`src/rtl/prog3_mult_engine_if.sv`:
```
// Start/done handshake and byte-wide data-memory port of the program-3 multiply engine.
// The engine takes the slave side; the initiator/memory owner takes the master side.
interface prog3_mult_engine_if #(
  parameter int AW = 8
);
  logic          start;
  logic          done;
  logic [AW-1:0] mem_addr;
  logic [7:0]    mem_rdata;
  logic [7:0]    mem_wdata;
  logic          mem_we;

  modport master (
    output start, mem_rdata,
    input  done, mem_addr, mem_wdata, mem_we
  );

  modport slave (
    input  start, mem_rdata,
    output done, mem_addr, mem_wdata, mem_we
  );
endinterface

```
`src/rtl/prog3_mult_engine.sv`:
```
// Program-3 engine: loads 16 signed 16-bit operand pairs, radix-2 Booth multiplies each pair,
// and stores the 32-bit products big-endian; 25 cycles per pair, launched by start falling.
module prog3_mult_engine #(
  parameter int NUM_PAIRS = 16,
  parameter int OPND_BASE = 0,
  parameter int PROD_BASE = 64,
  parameter int AW        = 8
) (
  input  logic                 clk,
  input  logic                 rst_n,
  prog3_mult_engine_if.slave   bus
);

  localparam int JW = (NUM_PAIRS > 1) ? $clog2(NUM_PAIRS) : 1;

  typedef enum logic [2:0] {
    S_IDLE, S_LOAD, S_MUL, S_STORE, S_NEXT, S_DONE
  } state_t;

  state_t        r_state;
  state_t        w_state_next;
  logic          r_armed;
  logic [JW-1:0] r_j;
  logic [3:0]    r_k;
  logic [23:0]   r_ab;      // last three operand bytes; B lives in [15:0] during MUL
  logic [32:0]   r_acc;     // {17-bit Booth high half, 16-bit multiplier/low half}
  logic          r_q1;
  logic [23:0]   w_ab_next;
  logic [16:0]   w_mcand;
  logic [16:0]   w_sum;
  logic          w_last_j;

  assign w_ab_next = {r_ab[15:0], bus.mem_rdata};
  assign w_mcand   = {r_ab[15], r_ab[15:0]};
  assign w_last_j  = (r_j == JW'(NUM_PAIRS - 1));

  // State register.
  // NOTE: sequential state uses non-blocking assignments so every flop samples pre-edge values.
  always_ff @(posedge clk or negedge rst_n) begin
    if (!rst_n) r_state <= S_IDLE;
    else        r_state <= w_state_next;
  end

  // Next-state logic; start only matters in IDLE and DONE.
  // NOTE: a default assignment first keeps every path assigned, so no latch is inferred.
  always_comb begin
    w_state_next = r_state;
    unique case (r_state)
      S_IDLE:  if (r_armed && !bus.start) w_state_next = S_LOAD;
      S_LOAD:  if (r_k == 4'd3)           w_state_next = S_MUL;
      S_MUL:   if (r_k == 4'd15)          w_state_next = S_STORE;
      S_STORE: if (r_k == 4'd3)           w_state_next = S_NEXT;
      S_NEXT:  w_state_next = w_last_j ? S_DONE : S_LOAD;
      S_DONE:  if (bus.start)             w_state_next = S_IDLE;
      default: w_state_next = S_IDLE;
    endcase
  end

  // Output decode from registered state only.
  always_comb begin
    bus.mem_addr  = '0;
    bus.mem_we    = 1'b0;
    bus.mem_wdata = '0;
    bus.done      = 1'b0;
    unique case (r_state)
      S_LOAD: bus.mem_addr = AW'(OPND_BASE + 4 * int'(r_j) + int'(r_k));
      S_STORE: begin
        bus.mem_we   = 1'b1;
        bus.mem_addr = AW'(PROD_BASE + 4 * int'(r_j) + int'(r_k));
        unique case (r_k[1:0])
          2'd0:    bus.mem_wdata = r_acc[31:24];
          2'd1:    bus.mem_wdata = r_acc[23:16];
          2'd2:    bus.mem_wdata = r_acc[15:8];
          default: bus.mem_wdata = r_acc[7:0];
        endcase
      end
      S_DONE:  bus.done = 1'b1;
      default: ;
    endcase
  end

  // Booth add/subtract selected by the current multiplier bit and the bit shifted out last.
  always_comb begin
    w_sum = r_acc[32:16];
    unique case ({r_acc[0], r_q1})
      2'b01:   w_sum = r_acc[32:16] + w_mcand;
      2'b10:   w_sum = r_acc[32:16] - w_mcand;
      default: w_sum = r_acc[32:16];
    endcase
  end

  // Arming: any sampled start=1 in IDLE or DONE arms; the first start=0 while armed launches.
  always_ff @(posedge clk or negedge rst_n) begin
    if (!rst_n) r_armed <= 1'b0;
    else        r_armed <= bus.start && (r_state == S_IDLE || r_state == S_DONE);
  end

  // Counters and datapath.
  always_ff @(posedge clk or negedge rst_n) begin
    if (!rst_n) begin
      r_j   <= '0;
      r_k   <= '0;
      r_ab  <= '0;
      r_acc <= '0;
      r_q1  <= 1'b0;
    end else begin
      if (w_state_next != r_state)                       r_k <= '0;
      else if (r_state inside {S_LOAD, S_MUL, S_STORE})  r_k <= r_k + 4'd1;

      if (r_state == S_IDLE)                 r_j <= '0;
      else if (r_state == S_NEXT && !w_last_j) r_j <= r_j + JW'(1);

      unique case (r_state)
        S_LOAD: begin
          r_ab <= w_ab_next;
          if (r_k == 4'd3) begin
            r_acc <= {17'd0, r_ab[23:8]};
            r_q1  <= 1'b0;
          end
        end
        S_MUL: begin
          r_acc <= {w_sum[16], w_sum, r_acc[15:1]};
          r_q1  <= r_acc[0];
        end
        default: ;
      endcase
    end
  end

endmodule

```
`src/flat_wrapper.sv`:
```
// flat-port wrapper written by rule: the top's interface ports become plain ports
module prog3_mult_engine_flat 
#(
  parameter int NUM_PAIRS = 16,
  parameter int OPND_BASE = 0,
  parameter int PROD_BASE = 64,
  parameter int AW        = 8
)
  (clk, rst_n, bus_start, bus_mem_rdata, bus_done, bus_mem_addr, bus_mem_wdata, bus_mem_we);
  prog3_mult_engine_if #(.AW(AW)) bus_i ();
  input  logic clk;
  input  logic rst_n;
  input wire logic [$bits(bus_i.start)-1:0] bus_start;
  input wire logic [$bits(bus_i.mem_rdata)-1:0] bus_mem_rdata;
  output wire logic [$bits(bus_i.done)-1:0] bus_done;
  output wire logic [$bits(bus_i.mem_addr)-1:0] bus_mem_addr;
  output wire logic [$bits(bus_i.mem_wdata)-1:0] bus_mem_wdata;
  output wire logic [$bits(bus_i.mem_we)-1:0] bus_mem_we;
  assign bus_i.start = bus_start;
  assign bus_i.mem_rdata = bus_mem_rdata;
  assign bus_done = bus_i.done;
  assign bus_mem_addr = bus_i.mem_addr;
  assign bus_mem_wdata = bus_i.mem_wdata;
  assign bus_mem_we = bus_i.mem_we;
  prog3_mult_engine #(.NUM_PAIRS(NUM_PAIRS), .OPND_BASE(OPND_BASE), .PROD_BASE(PROD_BASE), .AW(AW)) u_core (.clk(clk), .rst_n(rst_n), .bus(bus_i));
endmodule
```
`config.mk`:
```
export PLATFORM = sky130hd
export DESIGN_NAME = prog3_mult_engine_flat
export DESIGN_NICKNAME = d
export VERILOG_FILES = /design/src/rtl/prog3_mult_engine_if.sv /design/src/rtl/prog3_mult_engine.sv /design/src/flat_wrapper.sv
export SDC_FILE = /design/constraint.sdc
export NUM_CORES = 1
export LEC_CHECK = 0
export BUFFER_PORTS_ARGS = -buffer_cell sky130_fd_sc_hd__buf_2
export CAP_MARGIN = 10
export CORE_AREA = 2 2 104 106
export DETAILED_ROUTE_END_ITERATION = 10
export DIE_AREA = 0 0 106 108
export GPL_TIMING_DRIVEN = 0
export HOLD_SLACK_MARGIN = 0.08
export PLACE_DENSITY = 0.67
export SYNTH_ARGS = -nofsm -noshare
export SYNTH_HDL_FRONTEND = slang
export SYNTH_SLANG_ARGS = --single-unit
```
`constraint.sdc`:
```
create_clock -name clk -period 4.6 [get_ports clk]
set_input_delay 0.23 -clock clk [delete_from_list [all_inputs] [get_ports clk]]
set_output_delay 0.23 -clock clk [all_outputs]
set_load 0.1 [all_outputs]
```
==> results.json, run 1 <==
{
  "status": "completed",
  "io_buffers": 28,
  "die_w_um": 106,
  "synth_area_um2": 4530,
  "maxCapViolations": 0,
  "grt.total_usage_pct": 21.2,
  "gp_congestion": 0.897,
  "final_area_um2": 5080,
  "coreArea_um2": 10200,
  "ys_ff_latch": 69,
  "synth.avg_cell_area_um2": 9.15,
  "yosysUniqueCellTypes": 48,
  "yosysWarnings": 0,
  "floorplan.die_area_um2": 11400,
  "fmax_mhz": 268,
  "fin_tns_setup_ns": 0,
  "ios": 29,
  "ys_async_sr_fraction_pct": 100,
  "via_per_inst": 5.74,
  "slew_headroom_pct": 40.3,
  "synth_largest_area_cell": "dfrtp_1",
  "rsz0062_at_grt": "false",
  "antenna_found_initial": 0,
  "ant_nets": 0,
  "cts_tree": "yes",
  "setup_viol": 0,
  "hold_path.class": "primary input to flop",
  "drt-initial-drc-count": 277,
  "mostFrequentLayoutCells": "69 x dfrtp_1, 55 x o21ai_0, 49 x nor2_1",
  "synth-edff-count": 0,
  "wire_per_inst_um": 17.0,
  "cts_buffers": 9,
  "grt_pass1_vias": 3766,
  "htreeDepth": 3,
  "cts_setup_buffers": 0,
  "clock-sinks": 69,
  "p_leak_nw": 2.27,
  "synth_area_leaders": "dfrtp_1 38%, ha_1 6.9%, o21ai_0 6.1%, mux2_2 5.7%, xnor2_1 4.3%",
  "synth_top_area_share_pct": 38.1,
  "rows": 37,
  "synth_cells": 495,
  "layout_commonest_cell": "dfrtp_1",
  "drc_errors": 0,
  "yosysSeqAreaShare_pct": 38.1,
  "vdd_drop_max_v": 0.000427,
  "clk_latency_ns": 0.36,
  "place_hpwl_um": 8520,
  "p_per_area_nw_per_um2": 851,
  "area_growth_pct": 12.3,
  "worstSetupPathType": "flop to flop",
  "maxSlewViolCount": 0,
  "clk_path_buf_depth": 2,
  "path_max_fanout": 10,
  "drtPass1Iterations": 7,
  "postRouteWirelength_um": 11500,
  "critPathCaptureType": "flop",
  "placed_area_um2": 4840,
  "fin_crit_ns": 3.73,
  "syn-num-nets": 533,
  "cts-root-buf": "clkbuf_8",
  "n_antenna_cell": 0,
  "hold_viol_final": 0,
  "grt_max_degree": 70,
  "drive_gt1_share_pct": 14.0,
  "grt-ovfl-total": 0,
  "start_util_pct": 44.3,
  "die_h_um": 108,
  "cp_data_required_time_ns": 4.83,
  "cp.arrival_ns": 3.96,
  "tightest_slew_ns": 0.896,
  "vias": 3898,
  "synthFlopType": "dfrtp_1",
  "finClkSkew_ns": 0.00762,
  "period_share_pct": 81.2,
  "crit_path_start_kind": "flop",
  "total_power_mw": 4.33,
  "finalNetCount": 576,
  "grt_pass1_wl_um": 19000,
  "path_clk_slew_ns": 0.08
}
-- through the flow --
stage | worst slack [ns] | utilization, % | hold WS (ns) | instances
floorplan | 1.55 | - | -0.0656 | 495
global placement | 1.01 | 47.3 | 0.445 | 659
detailed placement | 0.986 | 47.3 | 0.408 | 659
CTS | 0.972 | 49.7 | 0.0827 | 679
global route | 0.733 | 49.7 | 0.0919 | 679
finish | 0.865 | 49.7 | 0.0994 | 679
-- where the power goes --
| part | switching [mW] | leakage, nW | internal, mW |
|---|---|---|---|
| Combinational | 1.53 | 1.30 | 1.08 |
| Sequential | 0.329 | 0.872 | 0.857 |
| Clock | 0.272 | 0.103 | 0.259 |
| Total | 2.13 | 2.27 | 2.20 |
-- repair_timing --
action | in CTS | in global routing
gates resized for setup | 0 | 0
hold endpoints to repair | 72 | 0
hold buffers | 4 | 0
-- final cells by class --
type                            instances  area, um2
Tap cell                              136        170
Multi-Input combinational cell        378       2620
Timing Repair Buffer                   32        183
Fill cell                             938       5150
Inverter                               18       67.6
Sequential cell                        69       1730
Clock buffer                            9        124
Clock inverter                          7       80.1
Buffer                                 30        115
-- worst max-delay path, stage by stage (launching register included) --
cell	delay, ns
dfrtp_1	0.38
inv_1	0.07
ha_1	0.18
clkbuf_1	0.34
clkbuf_1	0.37
nor2_1	0.11
xnor2_1	0.29
ha_1	0.36
a2111o_1	0.43
o22a_1	0.26
a221o_1	0.35
a21oi_1	0.19
xor2_1	0.19
o21ai_0	0.10
-- routing by layer --
layer  share of wire, %  up-vias  global-route usage, %
li1                   -     1851                      -
met1                 44     1881                   28.0
met2                 48      147                   35.3
met3                5.8       19                   4.28
met4                1.9        0                   7.05
met5                  0        -                      0
-- state kept, by name, summed over array words and instances (netlist names) --
signal	cells
u_core.r_acc	32
u_core.r_armed	1
u_core.r_q1	1
u_core.r_j	4
u_core.r_state	3
u_core.r_k	4
u_core.r_ab	24
-- synthesized netlist by cell type (2+ instances only) --
cell      instances
nand4_1           4
o21a_1            5
dfrtp_1          69
a222oi_1          8
nor2_1           49
nand3_1           5
xnor2_1          22
or2_2             3
clkbuf_1         27
a21o_1            5
a22o_1            5
xor2_1           11
mux2i_1          18
o21ai_0          55
nand2_1          46
inv_1            18
nand3b_1          3
a32oi_1           9
nand2b_1          7
mux2_2           23
nor3_1            6
buf_2             2
a21oi_1          31
a31oi_1           3
fa_1              2
ha_1             25
and3_1            2
o31ai_1           3
nor2b_1           8
and2_1            3
-- kinds of logic (layout without fill, tap and decap cells) --
logic type	count (synthesis)	count (layout)	synth area share, %
buffers and inverters	48	96	4.03
and+or+nand+nor	141	141	14.6
AOI/OAI and AO/OA	135	135	18.8
xor gates and xnor gates	34	34	6.88
muxes	41	41	9.70
adders and majority gates	27	27	7.79
DFF	69	69	38.1
-- worst paths after layout --
check | start | endpoint | slack [ns] | cells past startpoint
hold / removal | bus_mem_rdata[6] | u_core.r_ab[6] | 0.1 | 2
setup reg to reg | u_core.r_q1 | u_core.r_acc[28] | 0.87 | 13
hold reg to reg | u_core.r_ab[23] | u_core.r_ab[23] | 0.52 | 1
min in group asynchronous | rst_n | u_core.r_acc[21] | 0.53 | 2
max in group asynchronous | rst_n | u_core.r_acc[23] | 3.49 | 2
setup / recovery | u_core.r_q1 | u_core.r_acc[28] | 0.87 | 13
(Power assumes the default switching activity.)
==> run 2, diff against run 1 <==
--- a/config.mk
+++ b/config.mk
@@ -5,14 +5,15 @@
 export SDC_FILE = /design/constraint.sdc
 export NUM_CORES = 1
 export LEC_CHECK = 0
+export ABC_AREA = 1
 export BUFFER_PORTS_ARGS = -buffer_cell sky130_fd_sc_hd__buf_2
 export CAP_MARGIN = 10
-export CORE_AREA = 2 2 104 106
+export CORE_AREA = 2 2 106 108
 export DETAILED_ROUTE_END_ITERATION = 10
-export DIE_AREA = 0 0 106 108
+export DIE_AREA = 0 0 108 110
 export GPL_TIMING_DRIVEN = 0
 export HOLD_SLACK_MARGIN = 0.08
-export PLACE_DENSITY = 0.67
+export PLACE_DENSITY = 0.69
 export SYNTH_ARGS = -nofsm -noshare
 export SYNTH_HDL_FRONTEND = slang
 export SYNTH_SLANG_ARGS = --single-unit
==> constraint.sdc (replaced) <==
create_clock -name clk -period 3.2 [get_ports clk]
set_input_delay 0.16 -clock clk [delete_from_list [all_inputs] [get_ports clk]]
set_output_delay 0.16 -clock clk [all_outputs]
set_load 0.1 [all_outputs]
==> run 2 against run 1 <==
Compared with the run above:
- die area up 3.8%
- worst hold slack improved by 0.37 ns
- sequential power is 34% higher
- global-route usage is 1.9 points higher
- combinational power grew 54%
- cell count is 24% higher
- non-clock buffer count shrank 2
- critical path type unchanged
- largest cell class unchanged
==> results.json, run 2 <==
{
  "vdd_drop_max_v": 0.000574,
  "p_leak_nw": 2.67,
  "path_max_fanout": 10,
  "grt_pass1_wl_um": 21200,
  "placed_area_um2": 5030,
  "die_h_um": 110,
  "ios": 29,
  "clk_latency_ns": 0.35,
  "synth_area_um2": 4710,
  "yosysMostFrequentCell": "nand2_1",
  "yosysWarnings": 0,
  "floorplan.die_area_um2": 11900,
  "largest_reg_flops": 32,
  "top_register": "u_core.r_acc",
  "gp_congestion": 0.866,
  "yosysUniqueCellTypes": 40,
  "critPathCaptureType": "flop",
  "worstSetupPathType": "flop to flop",
  "rr_worst_depth": 14,
  "pwr-share-comb_pct": 63.2,
  "switching_share_pct": 53.2,
  "drtPass1Iterations": 5,
  "layout_commonest_cell": "nand2_1",
  "fin_crit_ns": 2.87,
  "synth_top_area_share_pct": 36.7,
  "fmax_mhz": 348,
  "clk_path_buf_depth": 2,
  "die_w_um": 108,
  "postRouteWirelength_um": 12800,
  "largestRegisters": "u_core.r_acc x32, u_core.r_ab x24",
  "setup_viol": 0,
  "synth-edff-count": 0,
  "final_area_um2": 5370,
  "syn-num-nets": 683,
  "grt.total_usage_pct": 23.2,
  "synth.avg_cell_area_um2": 7.30,
  "final_cells": 841,
  "synthFlopType": "dfrtp_1",
  "synth_cells": 645,
  "tightest_slew_ns": 0.891,
  "rows": 38,
  "wire_per_inst_um": 15.2,
  "cp_data_required_time_ns": 3.44,
  "cp.arrival_ns": 3.11,
  "ys_ff_latch": 69,
  "grt-ovfl-total": 0,
  "dp.cells": 813,
  "clock-sinks": 69,
  "drive_gt1_share_pct": 11.8,
  "cts-root-buf": "clkbuf_8",
  "clkPwrFrac_pct": 11.6,
  "yosysSeqAreaShare_pct": 36.7,
  "r2r_slack_ns": 0.33,
  "grt_pass1_vias": 4192,
  "drc_errors": 0,
  "ys_async_sr_fraction_pct": 100,
  "p_sw_mw": 3.37,
  "synth_area_leaders": "dfrtp_1 37%, nand2_1 13%, inv_1 6.8%, ha_1 6.6%, nor2_1 5.4%",
  "area_growth_pct": 14.1,
  "place_hpwl_um": 9880,
  "path_clk_slew_ns": 0.08,
  "synth_largest_area_cell": "dfrtp_1",
  "synth_commonest_cells": "158 x nand2_1, 85 x inv_1, 69 x dfrtp_1",
  "antenna_found_initial": 0,
  "grt_max_degree": 70,
  "power.internal_mw": 2.97,
  "finClkSkew_ns": 0.00744,
  "maxCapViolations": 0,
  "p_per_area_nw_per_um2": 1180,
  "pwr-share-seq_pct": 25.3,
  "finalNetCount": 734,
  "start_util_pct": 44.0,
  "drt-initial-drc-count": 312,
  "vias": 4458,
  "total_power_mw": 6.34,
  "rsz0062_at_grt": "false",
  "coreArea_um2": 10700,
  "n_antenna_cell": 0,
  "ant_nets": 0,
  "cts_buffers": 9,
  "slew_headroom_pct": 40.6,
  "fin_tns_setup_ns": 0,
  "crit_path_start_kind": "flop",
  "cts_tree": "yes",
  "maxSlewViolCount": 0,
  "via_per_inst": 5.30,
  "htreeDepth": 3,
  "hold_path.class": "primary input to async pin",
  "status": "completed",
  "mostFrequentLayoutCells": "157 x nand2_1, 84 x inv_1, 69 x dfrtp_1",
  "io_buffers": 28,
  "hold_viol_final": 0,
  "period_share_pct": 89.7
}
-- run 2: layout make-up --
| cell class | count | area [um2] |
|---|---|---|
| multi-input combinational | 464 | 2550 |
| buffer | 20 | 109 |
| sequential | 69 | 1730 |
| fill | 1046 | 5330 |
| timing repair buffer | 40 | 258 |
| tap | 140 | 175 |
| inverter | 92 | 350 |
| clock buffer | 10 | 128 |
| clock inverter | 6 | 71.3 |
-- run 2: power by group through the flow --
stage                     Clock [mW]  Sequential [mW]  Combinational [mW]
after floorplan                    0             1.47                3.03
after global placement             0             1.59                3.84
after detailed placement           0             1.60                3.89
after CTS                      0.740             1.59                3.92
after global routing           0.781             1.64                4.54
final                          0.733             1.60                4.01
-- run 2: routing by layer --
| metal | wire length (um) | global-route usage (%) | share of wire, % |
|---|---|---|---|
| met1 | 5990 | 33.0 | 47 |
| met2 | 6030 | 37.7 | 47 |
| met3 | 640 | 3.76 | 5.0 |
| met4 | 123 | 4.30 | 0.96 |
| met5 | 0 | 0 | 0 |
-- run 2: logic make-up after synthesis --
group                      share of synthesized area (%)
adders and majority gates                           7.50
DFF                                                 36.7
buffers and inverters                               9.76
muxes                                              0.239
and+or+nand+nor                                     24.7
xor gates and xnor gates                            4.65
AOI/OAI and AO/OA                                   16.5
-- run 2: path summary, 6_finish.rpt --
path,startpoint,end
worst max-delay path,u_core.r_q1,u_core.r_acc[28]
worst min-delay path,rst_n,u_core.r_j[3]
worst max register to register,u_core.r_q1,u_core.r_acc[28]
worst min register to register,u_core.r_ab[21],u_core.r_ab[21]
max in group asynchronous,rst_n,u_core.r_acc[30]
min in group clk,u_core.r_ab[21],u_core.r_ab[21]
-- run 2: timing repair --
action                                 CTS  global route
endpoints found under the hold margin   78             0
setup endpoints to repair                0             3
setup buffers                            0             2
hold buffers                            10             0
gates resized for setup                  0             8
-- run 2: through the flow --
step           worst slack [ns]  utilization [%]  hold WS [ns]
2_1_floorplan            0.0343                -        -0.136
3_3_place_gp              0.204             47.0         0.411
3_5_place_dp              0.188             47.1         0.339
4_1_cts                   0.151             49.8         0.500
5_1_grt                 0.00210             50.2         0.529
6_report                  0.329             50.2         0.469
-- run 2: critical path, stage by stage (launching register included) --
cell and delay, ns:
dfrtp_1 0.36, inv_1 0.07, ha_1 0.19, clkbuf_1 0.36
nor2_1 0.11, xor2_1 0.21, inv_1 0.07, ha_1 0.34
a21oi_1 0.23, a21boi_0 0.34, nor2_1 0.07, nor2_1 0.13
nand3b_1 0.09, nand3_1 0.13, nand2_1 0.06
